===== config.mk =====
export PLATFORM = sky130hd
export DESIGN_NAME = ysyx_22050598_axi_rd_arbiter
export DESIGN_NICKNAME = d
export VERILOG_FILES = /design/src/rtl/ysyx_22050598_defines.sv /design/src/rtl/ysyx_22050598_rr_arb2.sv /design/src/rtl/ysyx_22050598_axi_rd_arbiter.sv
export SDC_FILE = /design/constraint.sdc
export NUM_CORES = 1
export LEC_CHECK = 0
export BUFFER_PORTS_ARGS = -buffer_cell sky130_fd_sc_hd__buf_2
export CAP_MARGIN = 20
export CORE_AREA = 10 10 201 203
export DETAILED_ROUTE_END_ITERATION = 10
export DIE_AREA = 0 0 211 213
export PLACE_DENSITY = 0.57
export SLEW_MARGIN = 5
export SYNTH_ARGS = -nofsm -noshare
export SYNTH_HDL_FRONTEND = slang
export SYNTH_SLANG_ARGS = --single-unit
export TNS_END_PERCENT = 50

===== constraint.sdc =====
create_clock -name clk -period 3.2 [get_ports clk]
set_input_delay 0.16 -clock clk [delete_from_list [all_inputs] [get_ports clk]]
set_output_delay 0.16 -clock clk [all_outputs]
set_load 0.02 [all_outputs]

===== src/rtl/ysyx_22050598_defines.sv =====
// Shared encodings for the AXI read arbiter: FSM states, AXI constants, owner IDs.
// Latency: n/a (types and constants only).
// Backpressure: n/a.
package ysyx_22050598_defines;

  typedef enum logic [1:0] {
    ST_IDLE = 2'd0,
    ST_AR   = 2'd1,
    ST_DATA = 2'd2,
    ST_DONE = 2'd3
  } rd_state_e;

  localparam logic [2:0] AXI_SIZE_8B    = 3'b011;
  localparam logic [1:0] AXI_BURST_INCR = 2'b01;
  localparam logic [1:0] AXI_RESP_OKAY  = 2'b00;

  // Owner IDs double as the AXI ARID/RID used for the burst.
  localparam logic ID_IFU = 1'b0;
  localparam logic ID_LSU = 1'b1;

  // Cacheable lines are 16-byte aligned.
  function automatic logic [63:0] line_addr(input logic [63:0] a);
    return {a[63:4], 4'b0000};
  endfunction

endpackage


===== src/rtl/ysyx_22050598_rr_arb2.sv =====
// Two-way grant select (bit0 = IFU, bit1 = LSU), fixed LSU priority or round-robin.
// Latency: purely combinational.
// Backpressure: none; caller samples the grant only when it can accept a new burst.
module ysyx_22050598_rr_arb2
  import ysyx_22050598_defines::*;
#(
  parameter bit FIXED_PRIO = 1'b1
) (
  input  logic [1:0] req_i,
  input  logic       last_i,
  output logic       gnt_vld_o,
  output logic       gnt_id_o
);

  // On conflict pick LSU (fixed) or whoever was not granted last (round-robin).
  always_comb begin
    gnt_vld_o = |req_i;
    gnt_id_o  = ID_IFU;
    if (req_i == 2'b11) begin
      gnt_id_o = FIXED_PRIO ? ID_LSU : ~last_i;
    end else if (req_i[1]) begin
      gnt_id_o = ID_LSU;
    end
  end

endmodule


===== src/rtl/ysyx_22050598_axi_rd_arbiter.sv =====
// Shares one AXI4 AR/R port between IFU and LSU, one burst at a time, returns a 128-bit line.
// Latency: req -> arvalid +1 -> beats -> one-cycle ready pulse (4 cycles with a zero-wait slave).
// Backpressure: requesters hold req until their ready; AR fields held until arready; rready high in DATA.
module ysyx_22050598_axi_rd_arbiter
  import ysyx_22050598_defines::*;
#(
  parameter int LINE_BEATS = 2,
  parameter int LSU_PRIO   = 1,
  parameter int TIMEOUT    = 255
) (
  input  logic          clk,
  input  logic          rst,
  input  logic          ifu_req,
  input  logic [63:0]   ifu_addr,
  output logic          ifu_ready,
  output logic [127:0]  ifu_rdata,
  input  logic          lsu_req,
  input  logic [63:0]   lsu_addr,
  input  logic          lsu_is_device,
  output logic          lsu_ready,
  output logic [127:0]  lsu_rdata,
  output logic          rd_err,
  output logic          m_arid,
  output logic [63:0]   m_araddr,
  output logic [7:0]    m_arlen,
  output logic [2:0]    m_arsize,
  output logic [1:0]    m_arburst,
  output logic          m_arvalid,
  input  logic          m_arready,
  input  logic          m_rid,
  input  logic [63:0]   m_rdata,
  input  logic [1:0]    m_rresp,
  input  logic          m_rlast,
  input  logic          m_rvalid,
  output logic          m_rready
);

  localparam int               CNT_W    = (LINE_BEATS > 1) ? $clog2(LINE_BEATS) : 1;
  localparam logic [CNT_W-1:0] CNT_MAX  = CNT_W'(LINE_BEATS - 1);
  localparam logic [7:0]       LINE_LEN = 8'(LINE_BEATS - 1);
  localparam int               TMR_W    = (TIMEOUT > 1) ? $clog2(TIMEOUT + 1) : 1;
  localparam logic [TMR_W-1:0] TMR_LIM  = TMR_W'((TIMEOUT > 0) ? TIMEOUT - 1 : 0);

  rd_state_e        state_q, state_d;
  logic             owner_q, owner_d;
  logic             dev_q, dev_d;
  logic [63:0]      addr_q, addr_d;
  logic [127:0]     line_q, line_d;
  logic [CNT_W-1:0] cnt_q, cnt_d;
  logic             err_q, err_d;
  logic             last_q, last_d;
  logic [TMR_W-1:0] tmr_q, tmr_d;

  logic             gnt_vld, gnt_id;
  logic             timeout_hit;
  logic [CNT_W-1:0] exp_last;
  logic             done;

  ysyx_22050598_rr_arb2 #(
    .FIXED_PRIO (LSU_PRIO != 0)
  ) u_arb (
    .req_i     ({lsu_req, ifu_req}),
    .last_i    (last_q),
    .gnt_vld_o (gnt_vld),
    .gnt_id_o  (gnt_id)
  );

  assign timeout_hit = (TIMEOUT != 0) && (tmr_q == TMR_LIM);
  assign exp_last    = dev_q ? '0 : CNT_MAX;

  // Next-state, datapath capture and AXI handshake outputs.
  always_comb begin
    state_d   = state_q;
    owner_d   = owner_q;
    dev_d     = dev_q;
    addr_d    = addr_q;
    line_d    = line_q;
    cnt_d     = cnt_q;
    err_d     = err_q;
    last_d    = last_q;
    tmr_d     = tmr_q;
    m_arvalid = 1'b0;
    m_rready  = 1'b0;
    case (state_q)
      // Ready pulses only exist in DONE, so a grant here never coincides with one.
      ST_IDLE: begin
        if (gnt_vld) begin
          owner_d = gnt_id;
          last_d  = gnt_id;
          dev_d   = (gnt_id == ID_LSU) && lsu_is_device;
          addr_d  = (gnt_id == ID_LSU) ? lsu_addr : ifu_addr;
          line_d  = '0;
          cnt_d   = '0;
          err_d   = 1'b0;
          tmr_d   = '0;
          state_d = ST_AR;
        end
      end
      ST_AR: begin
        m_arvalid = 1'b1;
        if (m_arready) begin
          tmr_d   = '0;
          state_d = ST_DATA;
        end else if (timeout_hit) begin
          err_d   = 1'b1;
          state_d = ST_DONE;
        end else begin
          tmr_d = tmr_q + 1'b1;
        end
      end
      ST_DATA: begin
        m_rready = 1'b1;
        if (m_rvalid) begin
          tmr_d = '0;
          if (m_rid != owner_q) begin
            // Beat for someone else: drop it but report the protocol error.
            err_d = 1'b1;
          end else begin
            for (int b = 0; b < LINE_BEATS; b++) begin
              if (cnt_q == CNT_W'(b)) line_d[64*b +: 64] = m_rdata;
            end
            if (m_rresp != AXI_RESP_OKAY) err_d = 1'b1;
            if (m_rlast) begin
              if (cnt_q != exp_last) err_d = 1'b1;
              state_d = ST_DONE;
            end else if (cnt_q != CNT_MAX) begin
              cnt_d = cnt_q + 1'b1;
            end
          end
        end else if (timeout_hit) begin
          err_d   = 1'b1;
          state_d = ST_DONE;
        end else begin
          tmr_d = tmr_q + 1'b1;
        end
      end
      ST_DONE: state_d = ST_IDLE;
      default: state_d = ST_IDLE;
    endcase
  end

  // State and datapath registers; reset also abandons any burst in flight.
  always_ff @(posedge clk) begin
    if (!rst) begin
      state_q <= ST_IDLE;
      owner_q <= ID_IFU;
      dev_q   <= 1'b0;
      addr_q  <= '0;
      line_q  <= '0;
      cnt_q   <= '0;
      err_q   <= 1'b0;
      last_q  <= ID_IFU;
      tmr_q   <= '0;
    end else begin
      state_q <= state_d;
      owner_q <= owner_d;
      dev_q   <= dev_d;
      addr_q  <= addr_d;
      line_q  <= line_d;
      cnt_q   <= cnt_d;
      err_q   <= err_d;
      last_q  <= last_d;
      tmr_q   <= tmr_d;
    end
  end

  assign m_arid    = owner_q;
  assign m_araddr  = dev_q ? addr_q : line_addr(addr_q);
  assign m_arlen   = dev_q ? 8'd0 : LINE_LEN;
  assign m_arsize  = AXI_SIZE_8B;
  assign m_arburst = AXI_BURST_INCR;

  assign done      = (state_q == ST_DONE);
  assign ifu_ready = done && (owner_q == ID_IFU);
  assign lsu_ready = done && (owner_q == ID_LSU);
  assign rd_err    = done && err_q;
  assign ifu_rdata = line_q;
  assign lsu_rdata = dev_q ? {2{line_q[63:0]}} : line_q;

endmodule


After elaboration in Yosys (flattened, before gate mapping) --
Cells that the tools add are included.
Word-level totals: register bits 206, output and inout bits 339, input bits 203
Operators by class: equality and inequality tests 16, muxes and demuxes 41, reduce and logical (&&, ||, !) cells 16, bitwise operators 1, add/sub/neg operators 2
Operators by type and width (count):
- $mux 128 | 4
- $pmux 128 s2 | 1
- $mux 64 | 3
- $mux 8 | 4
- $pmux 8 s3 | 1
- $mux 1 | 18
- $reduce_and 5->1 | 3
- $ne 2x2->1 const B | 7
- $mux 2 | 6
- $add 8x1->8 const B | 1
- $eq 8x8->1 const B | 1
- $pmux 2 s4 | 1
- $eq 2x2->1 const B | 3
- $ne 3x3->1 const B | 2
- $reduce_and 3->1 | 2
- $logic_and 1x1->1 | 4
- $mux 4 | 1
- $reduce_and 2->1 | 2
- $reduce_bool 2->1 | 2
- $pmux 1 s3 | 1
- $reduce_bool 3->1 | 1
- $eq 2x1->1 const B | 1
- $logic_not 2->1 | 1
- $ne 1x1->1 | 2
- other kinds (4) | 4

Longest topological paths before layout --
Gate-level depths: netlist (run 1).
depth after elaboration 7, depth in mapped cells 10, gate-level depth less buffers 7

Cells and area by module --
A second synthesis (run 1) with hierarchy kept.
Unflattened totals: cell total of the unflattened synthesis 923, area total of the unflattened synthesis 9645.5 um2
Modules (own cells, without submodules):
- ysyx_22050598_axi_rd_arbiter | times used 1, area each 9635.5 um2, seq. area each 4124.0 um2, cells an instance 921
- ysyx_22050598_rr_arb2 | times used 1, area each 10.0 um2, seq. area each 0.0 um2, cells an instance 2

Least setup slack after synthesis (run 1) --
OpenSTA, ideal clock, no wires.
kind register -> register, start point reg state_q[0], end point reg line_q[71], in the netlist ifu_rdata[71], stages on the path, launching flop included 9, arrival time 1.891 ns, path slack 1.244 ns, required time 3.135 ns, clock period less this slack 1.956 ns, setup time 0.065 ns, path through dfxtp_1 > inv_1 > ha_1 > buf_4 > and3_1 > o21ai_2 > clkbuf_1 > a32oi_1 > nor2_1
On the way: cells in the longest elaborated chain, start to end 3, elaborated cells on any way between the ends 9
Ends and longest elaborated chain:
- from (decl) | line ysyx_22050598_axi_rd_arbiter.sv:44 | rd_state_e state_q, state_d;
- from (signal assigned) | line ysyx_22050598_axi_rd_arbiter.sv:155 | state_q <= state_d;
- $eq 2x2->1 or $logic_not 2->1 (tied branches) | line ysyx_22050598_axi_rd_arbiter.sv:84 | case (state_q)
- $ne 2x2->1 (no source line) or $reduce_bool 2->1 (tied branches)
- $reduce_and 5->1 (no source line)
- to (signal assigned) | line ysyx_22050598_axi_rd_arbiter.sv:159 | line_q <= line_d;
- to (decl) | line ysyx_22050598_axi_rd_arbiter.sv:48 | logic [127:0] line_q, line_d;
Several ways; a longest one is shown, not always the timed one. A chain may end at the register's enable or synchronous reset.

Worst setup path in the final report (run 1) --
start point reg state_q[0], end point reg line_q[103], in the netlist ifu_rdata[103]
The elaborated chain is that of the path after synthesis.

==> results.md, run 1 <==
- After detailed routing, the number of remaining DRC violations is 0.
- Measured along the x axis, the die boundary spans 211 um.
- The data arrival time of the critical path is 2.92 ns.
- The count of pins over their slew limit is 0.
- The synthesized area divided by synthesized cell count is 9.174 um2.
- The post-cts sizing count is 0.
- Timing would allow up to 405.4 MHz.
- For this run, the detailed router's first-pass iteration total came to 5.
- Clock tree synthesis selected as its root buffer the cell clkbuf_16.
- The worst voltage drop across the vdd grid is 0.3769 mV.
- The initial DRC count is 449.
- The count of final setup violators is 0.
- The die outline area is 44940 um2.
- The number of sinks driven by the clock tree is 206.
- The first global-routing pass estimated 60.83 mm of wire.
- After synthesis the cells add up to 10370 um2.
- The number of maximum-capacitance violations is 0.
- The critical path's largest stage delay is 0.55 ns.
- The filler cells instantiated in the layout total 3463.
- The layout-stage area growth over the synthesis result is 45.07%.
- Adding up every negative setup slack in the final design gives 0 ns.
- Traced cell by cell, the critical path runs through inv_1, ha_1, nor3b_4, a21oi_4, a21boi_4, buf_12, a32oi_1, nor2b_1.
- In the final layout, the share of cells above drive strength 1 is 40.11%.
- The run finished with clean final reports.
- After clock tree synthesis, the clock-pin slew on the worst setup and hold paths is 0.06 ns.
- The boundary pin count is 542.
- Synthesis instantiated 47 different standard cells from the library.
- The detail-routed net length per standard cell is 18.62 um.
- Once detailed placement completed, the half-perimeter wirelength came to 28.84 mm.
- In the post-synthesis netlist, the biggest area contributors are dfxtp_1 (40%), buf_4 (11%), mux2_2 (7.0%).
- At the pin with the least slew margin, the transition time is 0.7268 ns.
- The type of origin of the critical path is a flop.
- The sum of routed wire length over all layers is 39.95 mm.
- The number of global-route vias before repair is 10430.
- In the routed layout, each cell is associated on average with a via count of 4.779.
- The power density normalized to cell area is 475.0 nW/um2.
- On the critical path the largest part of the delay comes from compound AO/OA/AOI/OAI gates.
- The number of core rows is 70.
- The number of flip-flops and latches in the synthesized netlist is 206.
- The path type of the worst min-delay path is in2reg.
- Among all flip-flop cells after synthesis, the most frequent one is dfxtp_1.
- Clock latency on the worst-skew pair, taken at its later pin, is 0.52 ns.
- Port buffering added 529 buffers.
- The cell type with the highest aggregate area in the netlist is dfxtp_1.
- Post-CTS timing repair inserted 0 buffers for setup.
- The vertical extent of the die is 213 um.
- The routed layout has 10260 vias.
- The number of enable flip-flop cells after synthesis is 0.
- Data on the critical path is required at its endpoint by 3.65 ns.
- After layout, the minimum clock period comes to 2.467 ns.
- In this run the tightest slew margin relative to its limit is 51.55%.
- CTS built an H-tree with a depth of 1.
- TritonCTS built the clock tree.
- After synthesis, flip-flops and latches occupy 39.78% of the total area.
- The deepest clock path buffer count is 3.
- The number of antenna violations at the first check in global routing is 5.
- In this run the remaining antenna-violating nets after routing total 0.
- The number of buffer and inverter instances along the worst setup path is 2.
- The critical setup path kind is reg2reg.
- The synthesis warning total is 0.
- Of the post-synthesis cell area, the dominant cell type holds 39.78%.
- The CTS buffer count is 24.
- Dividing the final minimum period by the clock period gives 77.08%.
- The placed instance count is 1926.
- Synthesis produced 1130 cells.
- Setup repair after global routing left no endpoint under its margin.
- The pin count of the biggest net entering global routing is 130.
- The async set or reset register ratio after synthesis is 0%.
- The floorplan step defined a core boundary enclosing 36260 um2.
- The starting density of the core is 28.59%.
- The final net count is 1867.
- In the layout the commonest cells are buf_2 (528), dfxtp_1 (205), dlygate4sd3_1 (172).
- The global placer's final weighted congestion is 0.7883.
- Once layout is complete, the cells apart from fillers number 2146.
- The total grt overflow is 0.
- The type of destination of the critical path is a flop.
- The hold violation total from the final report is 0.
- The overall routing resource usage is 16.55%.
- The largest fanout on the critical path is 22.
- For this design the static power due to leakage is 7.484 nW.
- The leading cell type in the layout, fill and taps excluded is buf_2.
- On the final layout, the worst clock skew is 0.009652 ns.
- The cell with the biggest individual delay on the critical path is a21boi_4.
[what timing repair did]
action,in CTS,in global routing
setup endpoints to repair,0,0
endpoints found under the hold margin,190,0
hold buffers,172,0
[cell usage after synthesis (all sizes together), types with 2 or more instances]
master / n
and3: 2
nor3: 4
nor2b: 38
mux2: 64
a31oi: 5
nand3: 69
nor4: 2
dfxtp: 206
nor2: 62
buf: 179
nand2: 116
nor4b: 2
a21oi: 75
xnor2: 2
a211oi: 25
and2: 6
o21a: 3
and4: 2
nor3b: 2
inv: 5
mux2i: 64
clkbuf: 55
ha: 8
a32oi: 64
o211a: 43
a41o: 2
o21ai: 10
conb: 2
a21boi: 4
[where the power goes]
group	internal (mW)	switching, mW	leakage (nW)
combinational	0.620	0.857	5.40
clock	1.80	1.09	0.410
sequential	2.69	0.0836	1.68
total	5.11	2.03	7.48
[path summary, 6_finish.rpt]
path / start / end / cells after the start / slack (ns)
hold reg to reg: ifu_rdata[59]$_SDFFE_PN0P_ / ifu_rdata[59]$_SDFFE_PN0P_ / 2 / 0.48
setup reg to reg: state_q[0]$_SDFFE_PN0P_ / ifu_rdata[103]$_SDFFE_PN0P_ / 8 / 0.73
setup / recovery: state_q[0]$_SDFFE_PN0P_ / ifu_rdata[103]$_SDFFE_PN0P_ / 8 / 0.73
hold / removal: lsu_addr[44] / addr_q[44]$_SDFFE_PN0P_ / 3 / 0.0007
[tightest hold or removal path, stage by stage]
cell and delay, ns:
buf_2 0.10, mux2i_1 0.13, a211oi_1 0.08
[per-stage QoR]
stage	total power, mW	util [%]	instance area [um2]	hold WS, ns	setup WS, ns
after floorplan	3.753	-	10400	0.3207	1.244
after global placement	4.105	34.37	12460	0.4330	0.8388
after detailed placement	4.118	34.37	12460	0.4465	0.7305
after CTS	7.225	41.44	15030	0.0001528	0.6939
after global routing	7.455	41.46	15030	0.004609	0.5413
final	7.144	41.47	15040	0.0006971	0.7333
[kinds of logic after synthesis]
| kind of cell | after synthesis | synth area share, % |
|---|---|---|
| other | 2 | 0.07245 |
| xor gates and xnor gates | 3 | 0.2535 |
| buffers and inverters | 239 | 14.83 |
| DFF | 206 | 39.78 |
| adders and majority gates | 8 | 0.9656 |
| muxes | 128 | 13.13 |
| AOI/OAI and AO/OA | 235 | 17.20 |
| and+or+nand+nor | 309 | 13.76 |
[layer usage]
layer  global-route usage [%]  vias to the layer above  share of wire (%)
met5                        0                        -              0.068
met4                    5.145                        4                2.3
met3                    6.305                       61                 11
met2                    28.65                      449                 49
met1                    18.40                     4816                 38
li1                         -                     4925                  -
[state kept, by name, indices dropped and copies added, names as in the netlist]
signal,cells
addr_q,64
cnt_q,1
dev_q,1
err_q,1
ifu_rdata,128
m_arid,1
state_q,2
tmr_q,8
[final cells by class]
cell class              instances  area (um2)  area share (%)
multi-input cells             695        4778           31.77
repair buffers                724        4669           31.05
flip-flops and latches        206        4128           27.45
clock buffers                  35       723.2           4.809
well taps                     468       585.6           3.894
clock inverters                 8       120.1          0.7987
inverters                       5       21.27          0.1414
diodes                          5       12.51         0.08320
No activity file was read; power rests on OpenSTA's default activity.
==> run 2, diff against run 1 <==
CORE_AREA = 10 10 202 204   (was 10 10 201 203)
DIE_AREA = 0 0 212 214   (was 0 0 211 213)
PLACE_DENSITY = 0.56   (was 0.57)
clock period = 2.5 ns   (was 3.2 ns; I/O delays follow)
==> run 2 against run 1 <==
  * Register-to-register slack got worse by 0.49 ns
  * Core utilization decreased by 0.70 points
  * Routed wire length increased by 4.4%
  * Total power increased by 27%
  * Critical path depth decreased by 4
  * Sequential power increased by 28%
  * Clock skew increased by 0.0027 ns
  * Via count increased by 2.1%
  * Largest power group unchanged
  * Clock-buffer cell count unchanged
  * Design area increased by 0.43%
  * Sequential share of layout area decreased by 0.12 points
  * Cell count increased by 0.61%
==> results.md, run 2 (synthesis gave the netlist of run 1 again) <==
- The busiest layer in global routing is met2.
- Broken down by cell family, the worst path's largest delay share belongs to buffers and inverters.
- The CTS buffer count is 24.
- The vias after detailed routing is 10470.
- The global-route wire length before repair is 62.14 mm.
- The count of pins over their slew limit was 0.
- Setup repair after global routing left no endpoint under its margin.
- The fraction of layout instances using a drive strength above 1 is 39.75%.
- The data arrival time of the critical path is 2.22 ns.
- The critical path's largest stage delay is 0.40 ns.
- The pin count of the biggest net entering global routing is 127.
- The critical setup path kind is reg2out.
- The hold violation total from the final report was 0.
- The post-layout total power is 9.043 mW.
- For this design, the sink count on the clock tree is 206.
- For this block, the initial DRC count from the detailed router was 566.
- STA classifies the critical path startpoint as a flop.
- The cell sitting at the root of the clock tree is a clkbuf_16.
- Measured along the x axis, the die boundary spans 212 um.
- Leaving out fill and tap cells, the most frequent cell in the layout is buf_2.
- The flow ran to the end, and the final reports show no timing, DRC or antenna violations.
- From bottom edge to top edge, the die measures 214 um.
- The clock period minus worst slack is 2.347 ns.
- Together, buffers and inverters on the worst path number 3.
- The die covers 45370 um2.
- The sequential cell area is 4128 um2.
- The maximum level of the CTS H-tree is 1.
- In this run the tool buffered the top-level ports with 529 buffer cells.
- The slowest stage of the critical path belongs to the cell buf_12.
- The final cycle utilization of the critical path is 93.87%.
- Of all nets on the critical path, the largest fanout is 126.
- The data required time at the worst endpoint is 2.38 ns.
- The number of global-route vias before repair was 10540.
- Once the floorplan was initialized, standard cells occupied 27.98% of the core.
- Detailed placement ended at an HPWL of 29.00 mm.
- The detail-routed net length per standard cell is 19.33 um.
- The remaining max-slew budget at the tightest pin is 58.41%.
- The path type of the worst min-delay path is in2reg.
- The number of maximum-capacitance violations is 0.
- The total grt overflow is 0.
- TritonCTS built the clock tree.
- In the final layout, the multi-input gates occupy 4778 um2.
- Using the TritonRoute via totals, the vias-per-cell ratio works out to 4.849.
- The flip-flop count of the largest register after layout is 128.
- The total of fill cells in the finished design is 3589.
- The critical path goes through inv_1, ha_4, buf_12, buf_2.
- The met1 track utilization from global routing is 18.17%.
- The core region is 37040 um2.
- The insertion delay of the later-clocked pin in the worst-skew pair is 0.53 ns.
- The leakage component of the power is 7.513 nW.
- The overall routing resource usage is 16.86%.
- The met3 usage in global routing is 5.422%.
- For this design the top-level I/O count stands at 542.
- The number of antenna violations at the first check in global routing was 3.
- The global placer's final weighted congestion is 0.8181.
- Power spread over the standard cell area amounts to 598.8 nW/um2.
- The highest attainable clock frequency is 426.1 MHz.
- The transition time at the pin with the least slew margin is 0.6239 ns.
- The remaining routing DRC violations is 0.
- The deepest clock path buffer count is 3.
- Adding up every negative setup slack in the final design gives 0 ns.
- Across the VDD grid, the largest voltage drop is 0.4157 mV.
- The number of core rows is 71.
- For this run, the detailed router's first-pass iteration total came to 5.
- The count of nets left with antenna violations once routing finished came out at 0.
- The final net count is 1877.
- Clock-pin slew was measured on the worst setup and hold paths at 0.06 ns.
- The met2 track utilization from global routing is 30.54%.
- The layout-stage area growth over the synthesis result is 45.70%.
- The sum of routed wire length over all layers is 41.73 mm.
- The top cell types in the final layout, fill and taps aside, are buf_2 (528), dfxtp_1 (205), dlygate4sd3_1 (184).
- Setup violations remaining at the end of the flow were counted as 0.
- STA classifies the critical path endpoint as an output port.
- The largest clock skew in the final design is 0.01233 ns.
- The number of gates resized after CTS was 0.
run 2: changes by cell type in the layout (fill, tap and decap cells not counted), sizes merged:
cell | before | now
clkinvlp | 2 | 1
dlygate4sd3 | 172 | 184
buf | 552 | 550
diode | 5 | 2
clkinv | 3 | 5
bufinv | 3 | 2
run 2: worst min-delay path, stage by stage:
cell      delay, ns
buf_2          0.09
mux2i_1        0.18
a211oi_1       0.10
run 2: worst paths after layout:
kind / startpoint / to / cells after the start / slack [ns]
hold / removal: ifu_addr[44] / addr_q[44]$_SDFFE_PN0P_ / 3 / 0.03
setup / recovery: state_q[0]$_SDFFE_PN0P_ / m_rready / 4 / 0.15
hold reg to reg: ifu_rdata[17]$_SDFFE_PN0P_ / ifu_rdata[17]$_SDFFE_PN0P_ / 2 / 0.48
setup reg to reg: state_q[1]$_SDFFE_PN0P_ / ifu_rdata[120]$_SDFFE_PN0P_ / 8 / 0.24
run 2: cell type report:
cell class              count  area share [%]
clock buffers              35           4.714
diodes                      2         0.03314
clock inverters             8          0.6876
flip-flops and latches    206           27.33
well taps                 474           3.927
repair buffers            734           31.53
inverters                   5          0.1408
multi-input cells         695           31.64
run 2: repair_timing:
| action | CTS | global route |
|---|---|---|
| endpoints found under the setup margin | 0 | 0 |
| hold buffers | 184 | 0 |
| setup buffers | 0 | 0 |
| endpoints found under the hold margin | 192 | 0 |
run 2: routing by layer:
metal / routed length (um) / vias up
met3: 4229 / 47
met2: 20930 / 521
li1: - / 4954
met5: 11 / -
met1: 15720 / 4946
met4: 843 / 2
run 2: per-stage QoR:
step	std cells	area, um2	worst slack (ns)	hold WS (ns)	util (%)
2_1_floorplan	1140	10400	0.5438	0.2857	-
3_3_place_gp	1930	12440	0.3339	0.4033	33.58
3_5_place_dp	1930	12440	0.2754	0.4109	33.58
4_1_cts	2157	15100	0.1881	0.0005596	40.76
5_1_grt	2159	15100	0.01119	0.01277	40.77
6_report	2159	15100	0.1531	0.02736	40.77
run 2: power breakdown:
group | total (mW) | internal, mW | switching [mW]
sequential | 3.56 | 3.45 | 0.112
combinational | 1.91 | 0.790 | 1.12
clock | 3.58 | 2.18 | 1.40
total | 9.04 | 6.41 | 2.63
